[src/rtl/fp32_to_bfp_converter.sv]
// FP32 -> block-floating-point encoder: collects GRPSIZE elements, then emits them aligned to the group max exponent.
// Optional round-to-nearest-even on the emitted mantissa is selected by defining BFP_ROUND_NEAREST_EN.
module fp32_to_bfp_converter #(
    parameter int GRPSIZE    = 16,
    parameter int BFPEXPSIZE = 8,
    parameter int BFPMANSIZE = 4,
    parameter int CNTW       = $clog2(GRPSIZE)
) (
    input  logic                  i_clk,
    input  logic                  i_rst_n,
    input  logic                  i_valid,
    output logic                  o_ready,
    input  logic [31:0]           i_fp,
    output logic                  o_valid,
    input  logic                  i_ready,
    output logic                  o_sign,
    output logic [BFPMANSIZE-1:0] o_man,
    output logic [BFPEXPSIZE-1:0] o_exp,
    output logic                  o_last
);

    localparam int MW = BFPMANSIZE + 3;   // buffered mantissa: value bits + guard/sticky seeds
    localparam int FT = 23 - (MW - 1);    // fraction tail collapsed into the mantissa LSB
    localparam logic [CNTW-1:0] LAST_IDX = CNTW'(GRPSIZE - 1);

    typedef enum logic {COLLECT, EMIT} state_t;

    state_t          state_q, state_d;
    logic [CNTW-1:0] count_q, count_d;
    logic [7:0]      max_exp_q, max_exp_d;

    logic            sign_buf [GRPSIZE];
    logic [7:0]      exp_buf  [GRPSIZE];
    logic [MW-1:0]   man_buf  [GRPSIZE];

    logic [7:0]      in_exp;
    logic [MW-1:0]   in_man;
    logic            accept;
    logic            emit_hs;

    // Input classification: denormals flush to zero, Inf/NaN saturate at the top finite exponent.
    always_comb begin
        in_exp = i_fp[30:23];
        in_man = {1'b1, i_fp[22 -: MW-1]} | {{(MW-1){1'b0}}, |i_fp[FT-1:0]};
        if (i_fp[30:23] == 8'd0) begin
            in_exp = 8'd0;
            in_man = '0;
        end else if (i_fp[30:23] == 8'hFF) begin
            in_exp = 8'd254;
            in_man = '1;
        end
    end

    assign accept  = (state_q == COLLECT) && i_valid;
    assign emit_hs = (state_q == EMIT) && i_ready;

    always_ff @(posedge i_clk) begin
        if (accept) begin
            sign_buf[count_q] <= i_fp[31];
            exp_buf[count_q]  <= in_exp;
            man_buf[count_q]  <= in_man;
        end
    end

    always_ff @(posedge i_clk or negedge i_rst_n) begin
        if (!i_rst_n) begin
            state_q   <= COLLECT;
            count_q   <= '0;
            max_exp_q <= 8'd0;
        end else begin
            state_q   <= state_d;
            count_q   <= count_d;
            max_exp_q <= max_exp_d;
        end
    end

    always_comb begin
        state_d   = state_q;
        count_d   = count_q;
        max_exp_d = max_exp_q;
        case (state_q)
            COLLECT: begin
                if (accept) begin
                    count_d = count_q + 1'b1;
                    if (in_exp > max_exp_q) max_exp_d = in_exp;
                    if (count_q == LAST_IDX) begin
                        count_d = '0;
                        state_d = EMIT;
                    end
                end
            end
            EMIT: begin
                if (emit_hs) begin
                    count_d = count_q + 1'b1;
                    if (count_q == LAST_IDX) begin
                        count_d   = '0;
                        max_exp_d = 8'd0;
                        state_d   = COLLECT;
                    end
                end
            end
            default: state_d = COLLECT;
        endcase
    end

    logic [7:0]            shift;
    logic [MW-1:0]         sel_man;
    logic [BFPMANSIZE-1:0] man_res;

    assign sel_man = man_buf[count_q];
    assign shift   = max_exp_q - exp_buf[count_q];

`ifdef BFP_ROUND_NEAREST_EN
    logic [2*MW-1:0]       ext;
    logic [BFPMANSIZE-1:0] top;
    logic                  guard;
    logic                  sticky;

    always_comb begin
        ext     = {sel_man, {MW{1'b0}}} >> shift;
        top     = ext[2*MW-1 -: BFPMANSIZE];
        guard   = ext[2*MW-1-BFPMANSIZE];
        sticky  = |ext[2*MW-2-BFPMANSIZE:0];
        man_res = top;
        // Carry out of an all-ones mantissa saturates instead of bumping the shared exponent.
        if (guard && (sticky || top[0]) && (top != '1)) man_res = top + 1'b1;
    end
`else
    always_comb begin
        man_res = '0;
        if (shift < 8'(MW)) man_res = BFPMANSIZE'(sel_man >> (32'(shift) + 32'd3));
    end
`endif

    assign o_ready = (state_q == COLLECT);
    assign o_valid = (state_q == EMIT);
    assign o_sign  = o_valid ? sign_buf[count_q] : 1'b0;
    assign o_man   = o_valid ? man_res : '0;
    assign o_exp   = o_valid ? BFPEXPSIZE'(max_exp_q) : '0;
    assign o_last  = o_valid && (count_q == LAST_IDX);

endmodule
[config.mk]
export PLATFORM = sky130hd
export DESIGN_NAME = fp32_to_bfp_converter
export DESIGN_NICKNAME = d
export VERILOG_FILES = /design/src/rtl/fp32_to_bfp_converter.sv
export SDC_FILE = /design/constraint.sdc
export NUM_CORES = 1
export LEC_CHECK = 0
export BUFFER_PORTS_ARGS = -buffer_cell sky130_fd_sc_hd__clkbuf_2
export CAP_MARGIN = 40
export CORE_MARGIN = 2
export CORE_UTILIZATION = 65
export DETAILED_ROUTE_END_ITERATION = 6
export PLACE_DENSITY = 0.84
export SYNTH_ARGS = -nofsm -noshare
export SYNTH_HDL_FRONTEND = slang
export SYNTH_SLANG_ARGS = --single-unit
[constraint.sdc]
create_clock -name i_clk -period 11.6 [get_ports i_clk]
set_clock_uncertainty 0.05 [all_clocks]
set_input_delay 2.32 -clock i_clk [delete_from_list [all_inputs] [get_ports i_clk]]
set_output_delay 2.32 -clock i_clk [all_outputs]
set_load 0.01 [all_outputs]
==> summary.md, run 1 <==
| Metric | Value |
|---|---|
| Critical path fanouts, max | `45` |
| Area of the multi-input gates | `about 0.0027 sq mm` |
| Total number of vias | `between 5000 and 6000` |
| Dominant cells by area after synthesis | `sky130_fd_sc_hd__edfxtp_1 (66%), sky130_fd_sc_hd__mux4_2 (12%), sky130_fd_sc_hd__dfrtp_1 (3.5%), sky130_fd_sc_hd__ha_1 (2.7%), sky130_fd_sc_hd__mux4_1 (2.5%)` |
| Yosys top cell area share | `between 60 and 70%` |
| Setup crit start | `count_q[0]` |
| H-tree levels | `1` |
| Number of buffers added by the clock tree synthesis step | `22` |
| Primary flip-flop cell chosen by synthesis mapping | `sky130_fd_sc_hd__edfxtp_1` |
| Post-CTS sizing | `0` |
| Final count of negative-setup-slack endpoints | `0` |
| CTS clk-pin slew, worst paths | `0.07 ns` |
| Hold WC Path Type | `reg2reg` |
| Initial drt markers | `between 600 and 700` |
| Site Rows | `44` |
| Flop and latch count out of synthesis | `about 220` |
| Count of final max-slew check failures | `0` |
| Placeable core region | `around 0.014 sq mm` |
| Dominant delay contributor by cell family on the critical path | `multiplexers` |
| Overall Global Routing Usage | `approximately 29%` |
| Count of TritonRoute iterations in the first routing pass | `5` |
| Stages on worst setup path | `12` |
| Portion of the clock cycle consumed by the worst path in the final layout | `between 60% and 70%` |
| Clock buffer depth | `3` |
| Final Net Count | `~600` |
| Initial antenna violation count | `0` |
| End of the worst register-to-register path | `man_buf[7][5]` |
| Count of boundary I/O pins | `52` |
| Synth Cell Area | `~0.0094 sq mm` |
| Floorplan die area | `roughly 0.015 sq mm` |
| Post-detailed-route via-to-cell ratio | `just under 7` |
| EDFF count, synth | `between 200 and 250` |
| Data required, critical path | `9.23 ns` |
| Total leakage power | `3.79 nW` |
| Cell with the most instances on the worst path | `sky130_fd_sc_hd__mux4_2` |
| Number of nets in the synthesized netlist | `554` |
| Total congestion overflow | `0` |
| Worst-case reg-to-reg path depth | `6` |
| Maximum capacitance violations | `0` |
| Cell type with the highest aggregate area in the netlist | `sky130_fd_sc_hd__edfxtp_1` |
| Critical path buffer and inverter count | `4` |
| Buffers added on ports | `31` |
| Total area of sequential cells | `approximately 0.0066 sq mm` |
| WHS | `0.570 ns` |
| Hold buffer count at cts | `0` |
| Slowest stage cell, crit path | `sky130_fd_sc_hd__dfrtp_4` |
| Worst Setup EP | `o_man[2]` |
| Antenna fix cells | `0` |
| Setup TNS | `0 ns` |
| Routed wire length per instance | `a little under 30 microns` |
| Share of layout cells above drive strength 1 | `25.7%` |
| Layout fillers | `roughly 740` |
| Post-route cell area | `roughly 0.011 sq mm` |
| R2R Path Start | `count_q[0]` |
| Asr flop ratio synth | `between 5 and 6%` |
| Max Freq | `~0.14 GHz` |
| Final routed wirelength across all metal layers | `21.6 mm` |
| Total power per unit cell area | `about 270 mW/mm^2` |
| Worst slew margin relative to its limit | `33.5%` |
| Unique cell type count in the Yosys netlist | `54` |
| Sequential element share of the synthesized area | `between 60% and 70%` |
| Run status | `finished clean` |
| Number of global-route vias before repair | `about 5200` |
| Peak supply drop | `around 0.00013 V` |
| Buffers inserted by post-CTS timing repair | `0` |
| Post-synthesis cell count | `just under 500` |
| Worst setup slack for register-to-register paths | `slightly below 9 ns` |
| Library cell used as clock root buffer | `sky130_fd_sc_hd__clkbuf_16` |
| Number of warnings reported in the yosys synthesis log | `0` |
| # clock sinks | `about 220` |
| DRC violations left | `0` |
| Global-route wire length before repair | `roughly 32 mm` |
| Final hold viol count | `0` |
| Largest net degree at the start of global routing | `52` |
| Routability congestion estimate | `roughly 0.9` |
| Clock latency of the later-clocked register in the worst-skew pair | `just over 0.5 ns` |
| Area growth from synthesis to final layout | `14.3%` |
| Half-perimeter wire length after detailed placement | `12.6 mm` |
| Synthesized area divided by synthesized cell count | `~19 sq um` |
| WS Path Type | `reg2out` |
| Worst Setup Start Kind | `register` |
| TritonCTS clock tree | `built` |
| Delay contributed by the slowest stage of the critical path | `0.59 ns` |
| Cell-by-cell listing of the critical path | `buf_4 -> buf_16 -> mux4_2 -> mux4_2 -> inv_1 -> ha_1 -> and3_1 -> or3_1 -> a211oi_1 -> o2111ai_1 -> a2111oi_4 -> clkbuf_2` |
| Placed Area | `~0.01 sq mm` |
| Slew at the pin closest to its max-slew limit | `0.995 ns` |
| Period minus WS final | `~7.3 ns` |
| Starting density of the core | `roughly two thirds` |
| Antenna Nets Post-Route | `0` |
| DIE HEIGHT | `124 microns` |
| Type of element capturing the critical path | `output pin` |
| Unrepaired setup endpoints after global routing | `false` |
| Die width | `between 100 and 150 microns` |
| Crit path arrival time | `between 4 and 5 ns` |
[routing by layer]
layer / share of wire [%] / up-vias / global-route usage, % / routed length (microns)
met2: 50 / 328 / 47.1 / 10900
met4: 2.8 / 0 / 10.5 / 614
met3: 9.2 / 55 / 4.25 / 2000
met1: 37 / 2632 / 39.8 / 8110
met5: 0 / - / 0 / 0
li1: - / 2123 / - / -
[cells in the final DEF, fill, tap and decap left out, types with 7 or more instances in the layout]
cell and n:
sky130_fd_sc_hd__a21o_1 10, sky130_fd_sc_hd__and3_1 14, sky130_fd_sc_hd__buf_4 7, sky130_fd_sc_hd__clkbuf_16 23, sky130_fd_sc_hd__clkbuf_2 31, sky130_fd_sc_hd__dfrtp_1 11
sky130_fd_sc_hd__edfxtp_1 208, sky130_fd_sc_hd__ha_1 20, sky130_fd_sc_hd__inv_1 20, sky130_fd_sc_hd__mux2i_1 16, sky130_fd_sc_hd__mux4_1 9, sky130_fd_sc_hd__mux4_2 51
sky130_fd_sc_hd__nand2_1 18, sky130_fd_sc_hd__nor2_1 17, sky130_fd_sc_hd__o21ai_0 8
[where the power goes]
group / total (mW) / internal [mW] / leakage [nW] / switching, mW
registers: 0.998 / 0.953 / 2.02 / 0.0454
logic: 1.11 / 0.497 / 1.36 / 0.610
clock network: 0.786 / 0.494 / 0.402 / 0.292
[sequential cells by signal, summed over array words and instances, names as in the netlist]
signal / flops
o_valid: 1
man_buf: 64
max_exp_q: 8
sign_buf: 16
exp_buf: 128
count_q: 4
[synthesized netlist by cell type (all sizes together) (2+ instances only)]
cell and instances:
nor2b 6, mux2i 16, or3 2, nor2 17, a211oi 5, nand3 4, inv 20, and3b 2
and2 2, a22oi 2, ha 20, o21ai 9, nand2 18, nand2b 2, nand4 2, clkbuf 15
a21oi 4, a2111oi 2, a21o 10, dfrtp 13, buf 11, o2111ai 2, a21boi 2, a221oi 3
clkinv 2, and3 14, mux4 60, o21a 3, nor4 2, edfxtp 208, xnor2 3
[metrics by stage]
step	power, mW	instances	utilization, %	worst slack, ns
finish	2.89	744	75.0	4.27
global route	3.00	744	75.0	4.09
detailed placement	2.08	703	69.3	4.89
global placement	1.99	692	67.9	4.69
CTS	2.88	743	74.9	4.29
floorplan	1.80	497	-	5.39
[layout make-up]
type	count	share of cell area, %
Multi-Input combinational cell	228	24.7
Sequential cell	221	61.0
Tap cell	184	2.14
Timing Repair Buffer	49	3.89
Inverter	22	0.766
Clock buffer	24	5.37
Clock inverter	16	2.14
[worst register-to-register path, stage by stage (launching register included)]
cell and delay [ns]:
sky130_fd_sc_hd__dfrtp_4 0.59, sky130_fd_sc_hd__buf_4 0.22, sky130_fd_sc_hd__buf_16 0.29, sky130_fd_sc_hd__ha_1 0.33, sky130_fd_sc_hd__nand2_1 0.17, sky130_fd_sc_hd__nor2_1 0.56, sky130_fd_sc_hd__buf_4 0.33
[cell families after synthesis]
kind of cell	after synthesis	share of synthesized area, %
buffers and inverters	48	2.19
adder cells (fa/ha/maj)	21	2.87
multiplexers	76	16.4
AO/OA/AOI/OAI	50	4.11
flip-flops	221	69.7
XOR/XNOR	4	0.451
AND/OR/NAND/NOR	77	4.29
[worst min path at each step]
stage | startpoint | end | cells after the start
finish | max_exp_q[5] | max_exp_q[5] | 2
global route | max_exp_q[2] | max_exp_q[2] | 2
CTS | max_exp_q[2] | max_exp_q[2] | 2
detailed placement | max_exp_q[4] | max_exp_q[4] | 2
global placement | max_exp_q[4] | max_exp_q[4] | 2
floorplan | max_exp_q[2] | max_exp_q[2] | 2
Note: power is estimated with default switching activity, not from simulation.
==> run 2: changes to the inputs <==
CORE_UTILIZATION = 61   (was 65)
PLACE_DENSITY = 0.8   (was 0.84)
clock period = 6.88 ns   (was 11.6 ns; I/O delays follow)
==> run 2 against run 1 <==
Flip-flop and latch count unchanged. Largest power group is now sequential cells. Sequential share of layout area increased by 0.41 points. Design area decreased by 0.67%.
==> summary.md, run 2 (synthesis gave the netlist of run 1 again) <==
| Metric | Value |
|---|---|
| Buffers added on ports | `31 (unchanged)` |
| Stages on worst setup path | `10 (-2)` |
| Clock latency of the later-clocked register in the worst-skew pair | `0.51 ns (about the same)` |
| Routed wire length per instance | `28.8 microns (-0.90%)` |
| Initial antenna violation count | `0 (unchanged)` |
| Final hold viol count | `0 (unchanged)` |
| Clock buffer depth | `3 (unchanged)` |
| Final routed wirelength across all metal layers | `21.6 mm (-0.24%)` |
| Area growth from synthesis to final layout | `13.6%` |
| Total power | `4.81 mW (+66%)` |
| Antenna fix cells | `0 (unchanged)` |
| Global-route wire length before repair | `32.3 mm (-0.26%)` |
| Slew at the pin closest to its max-slew limit | `1.00 ns (+0.00667 ns)` |
| Share of layout cells above drive strength 1 | `25.3% (-0.40 points)` |
| Count of cells along the worst hold path | `2 (unchanged)` |
| WS Path Type | `reg2out` |
| TritonCTS clock tree | `built` |
| CTS clk-pin slew, worst paths | `0.06 ns (about the same)` |
| DRC violations left | `0 (unchanged)` |
| Count of boundary I/O pins | `52 (unchanged)` |
| Min-Delay Endpoint | `max_exp_q[4]` |
| Floorplan die area | `0.0165 sq mm (+6.3%)` |
| R2R Path Start | `count_q[0]` |
| Portion of the clock cycle consumed by the worst path in the final layout | `approximately nine tenths` |
| DIE HEIGHT | `128 microns (+3.1%)` |
| Largest registers in the final layout | `exp_buf: 128 flops, man_buf: 64 flops, sign_buf: 16 flops` |
| Post-CTS sizing | `0 (unchanged)` |
| Worst-case reg-to-reg path depth | `5 (-1)` |
| Most frequent cells in the layout | `sky130_fd_sc_hd__edfxtp_1 (208), sky130_fd_sc_hd__mux4_2 (51), sky130_fd_sc_hd__clkbuf_2 (31)` |
| Period minus WS final | `between 6 and 7 ns` |
| Maximum capacitance violations | `0 (unchanged)` |
| Run status | `finished clean` |
| Count of final max-slew check failures | `0 (unchanged)` |
| Unrepaired setup endpoints after global routing | `false` |
| Critical path fanouts, max | `35 (-22%)` |
| Top reg by flops | `exp_buf` |
| Final Net Count | `602 (+0.17%)` |
| Starting density of the core | `62.2% (-3.4 points)` |
| # clock sinks | `221 (unchanged)` |
| Hold wc startpoint | `max_exp_q[4]` |
| Crit path arrival time | `4.69 ns (-0.27 ns)` |
| Library cell used as clock root buffer | `sky130_fd_sc_hd__clkbuf_16` |
| Max Freq | `roughly 0.16 GHz` |
| Placeable core region | `0.0151 sq mm (+5.4%)` |
| Die width | `128 microns (+3.1%)` |
| Half-perimeter wire length after detailed placement | `12.7 mm (+0.55%)` |
| Slowest stage cell, crit path | `sky130_fd_sc_hd__dfrtp_4` |
| Buffers inserted by post-CTS timing repair | `0 (unchanged)` |
| Worst slew margin relative to its limit | `33.1% (-0.45 points)` |
| Total leakage power | `3.75 nW (-1.0%)` |
| Peak supply drop | `0.000227 V (+74%)` |
| Delay contributed by the slowest stage of the critical path | `0.89 ns (+0.30 ns)` |
| Setup TNS | `0 ns (unchanged)` |
| Worst setup slack for register-to-register paths | `3.53 ns (-5.22 ns)` |
| Overall Global Routing Usage | `27.5% (-1.1 points)` |
| Antenna Nets Post-Route | `0 (unchanged)` |
| Routability congestion estimate | `0.899 (-1.4%)` |
| End of the worst register-to-register path | `exp_buf[7][3]` |
| Number of flip-flops under the largest register name | `128 (unchanged)` |
| H-tree levels | `1 (unchanged)` |
| Site Rows | `45 (+2.3%)` |
| Cell with the most instances on the worst path | `sky130_fd_sc_hd__mux4_2` |
| Largest net degree at the start of global routing | `36 (-31%)` |
| Total number of vias | `5151 (+0.25%)` |
| Total congestion overflow | `0 (unchanged)` |
| Initial drt markers | `778 (+18%)` |
| Data required, critical path | `5.45 ns (-3.78 ns)` |
| Commonest non-fill, non-tap cell in the layout | `sky130_fd_sc_hd__edfxtp_1` |
| Number of buffers added by the clock tree synthesis step | `23 (+4.5%)` |
| Cell-by-cell listing of the critical path | `mux4_2 -> mux4_2 -> inv_1 -> ha_1 -> and3_1 -> or3_1 -> a211oi_1 -> o2111ai_1 -> a2111oi_4 -> clkbuf_2` |
| Dominant delay contributor by cell family on the critical path | `multiplexers` |
| Hold WC Path Type | `reg2reg` |
| Worst Setup Start Kind | `register` |
| Critical path buffer and inverter count | `2 (-2)` |
| Post-detailed-route via-to-cell ratio | `6.88 (-0.42%)` |
| Final count of negative-setup-slack endpoints | `0 (unchanged)` |
| Type of element capturing the critical path | `output pin` |
| Total power per unit cell area | `449 mW/mm^2 (+67%)` |
| Hold buffer count at cts | `0 (unchanged)` |
| Count of TritonRoute iterations in the first routing pass | `5 (unchanged)` |
| Number of global-route vias before repair | `5137 (-2.1%)` |
run 2: cell types whose count changed in the layout (fill, tap and decap cells not counted), sizes merged:
cell and change:
clkbuf +3, inv +1, clkinv -3, bufinv -1, clkinvlp +1
run 2: metal layers:
metal	vias up	part of all wire, %	global-route usage, %
li1	2125	-	-
met1	2625	39	39.0
met2	335	48	43.8
met3	66	9.2	4.09
met4	0	3.4	11.3
met5	-	0	0
run 2: how the worst max path moves through the flow:
stage,start,to
CTS,count_q[0],o_man[2]
detailed placement,count_q[0],o_man[2]
finish,count_q[0],o_man[2]
global placement,count_q[0],o_man[2]
floorplan,count_q[1],o_man[2]
global route,count_q[0],o_man[2]
run 2: layout make-up:
class	instances	area [sq um]
Clock buffer	27	591
Multi-Input combinational cell	228	2660
Clock inverter	14	201
Timing Repair Buffer	49	359
Sequential cell	221	6580
Fill cell	853	4440
Inverter	22	82.6
Tap cell	188	235
run 2: per-stage QoR:
stage	util, %	std cells	instance area (sq um)	hold slack [ns]	setup slack (ns)
floorplan	-	497	9430	0.483	1.62
global placement	64.5	698	9770	0.525	1.37
detailed placement	65.4	707	9900	0.536	1.26
CTS	70.6	748	10700	0.551	0.705
global route	70.7	749	10700	0.581	0.539
finish	70.7	749	10700	0.557	0.763
run 2: where the power goes:
group | total, mW | leakage [nW] | internal (mW) | switching (mW)
clock network | 1.29 | 0.384 | 0.802 | 0.491
registers | 1.78 | 2.02 | 1.60 | 0.175
logic | 1.74 | 1.34 | 0.812 | 0.925
run 2: worst reg2reg max path: stages, from the launching register on:
cell and delay [ns]:
sky130_fd_sc_hd__dfrtp_4 0.89, sky130_fd_sc_hd__buf_4 0.51, sky130_fd_sc_hd__ha_1 0.34, sky130_fd_sc_hd__nand2_1 0.18, sky130_fd_sc_hd__nor2_1 0.75, sky130_fd_sc_hd__buf_4 0.34
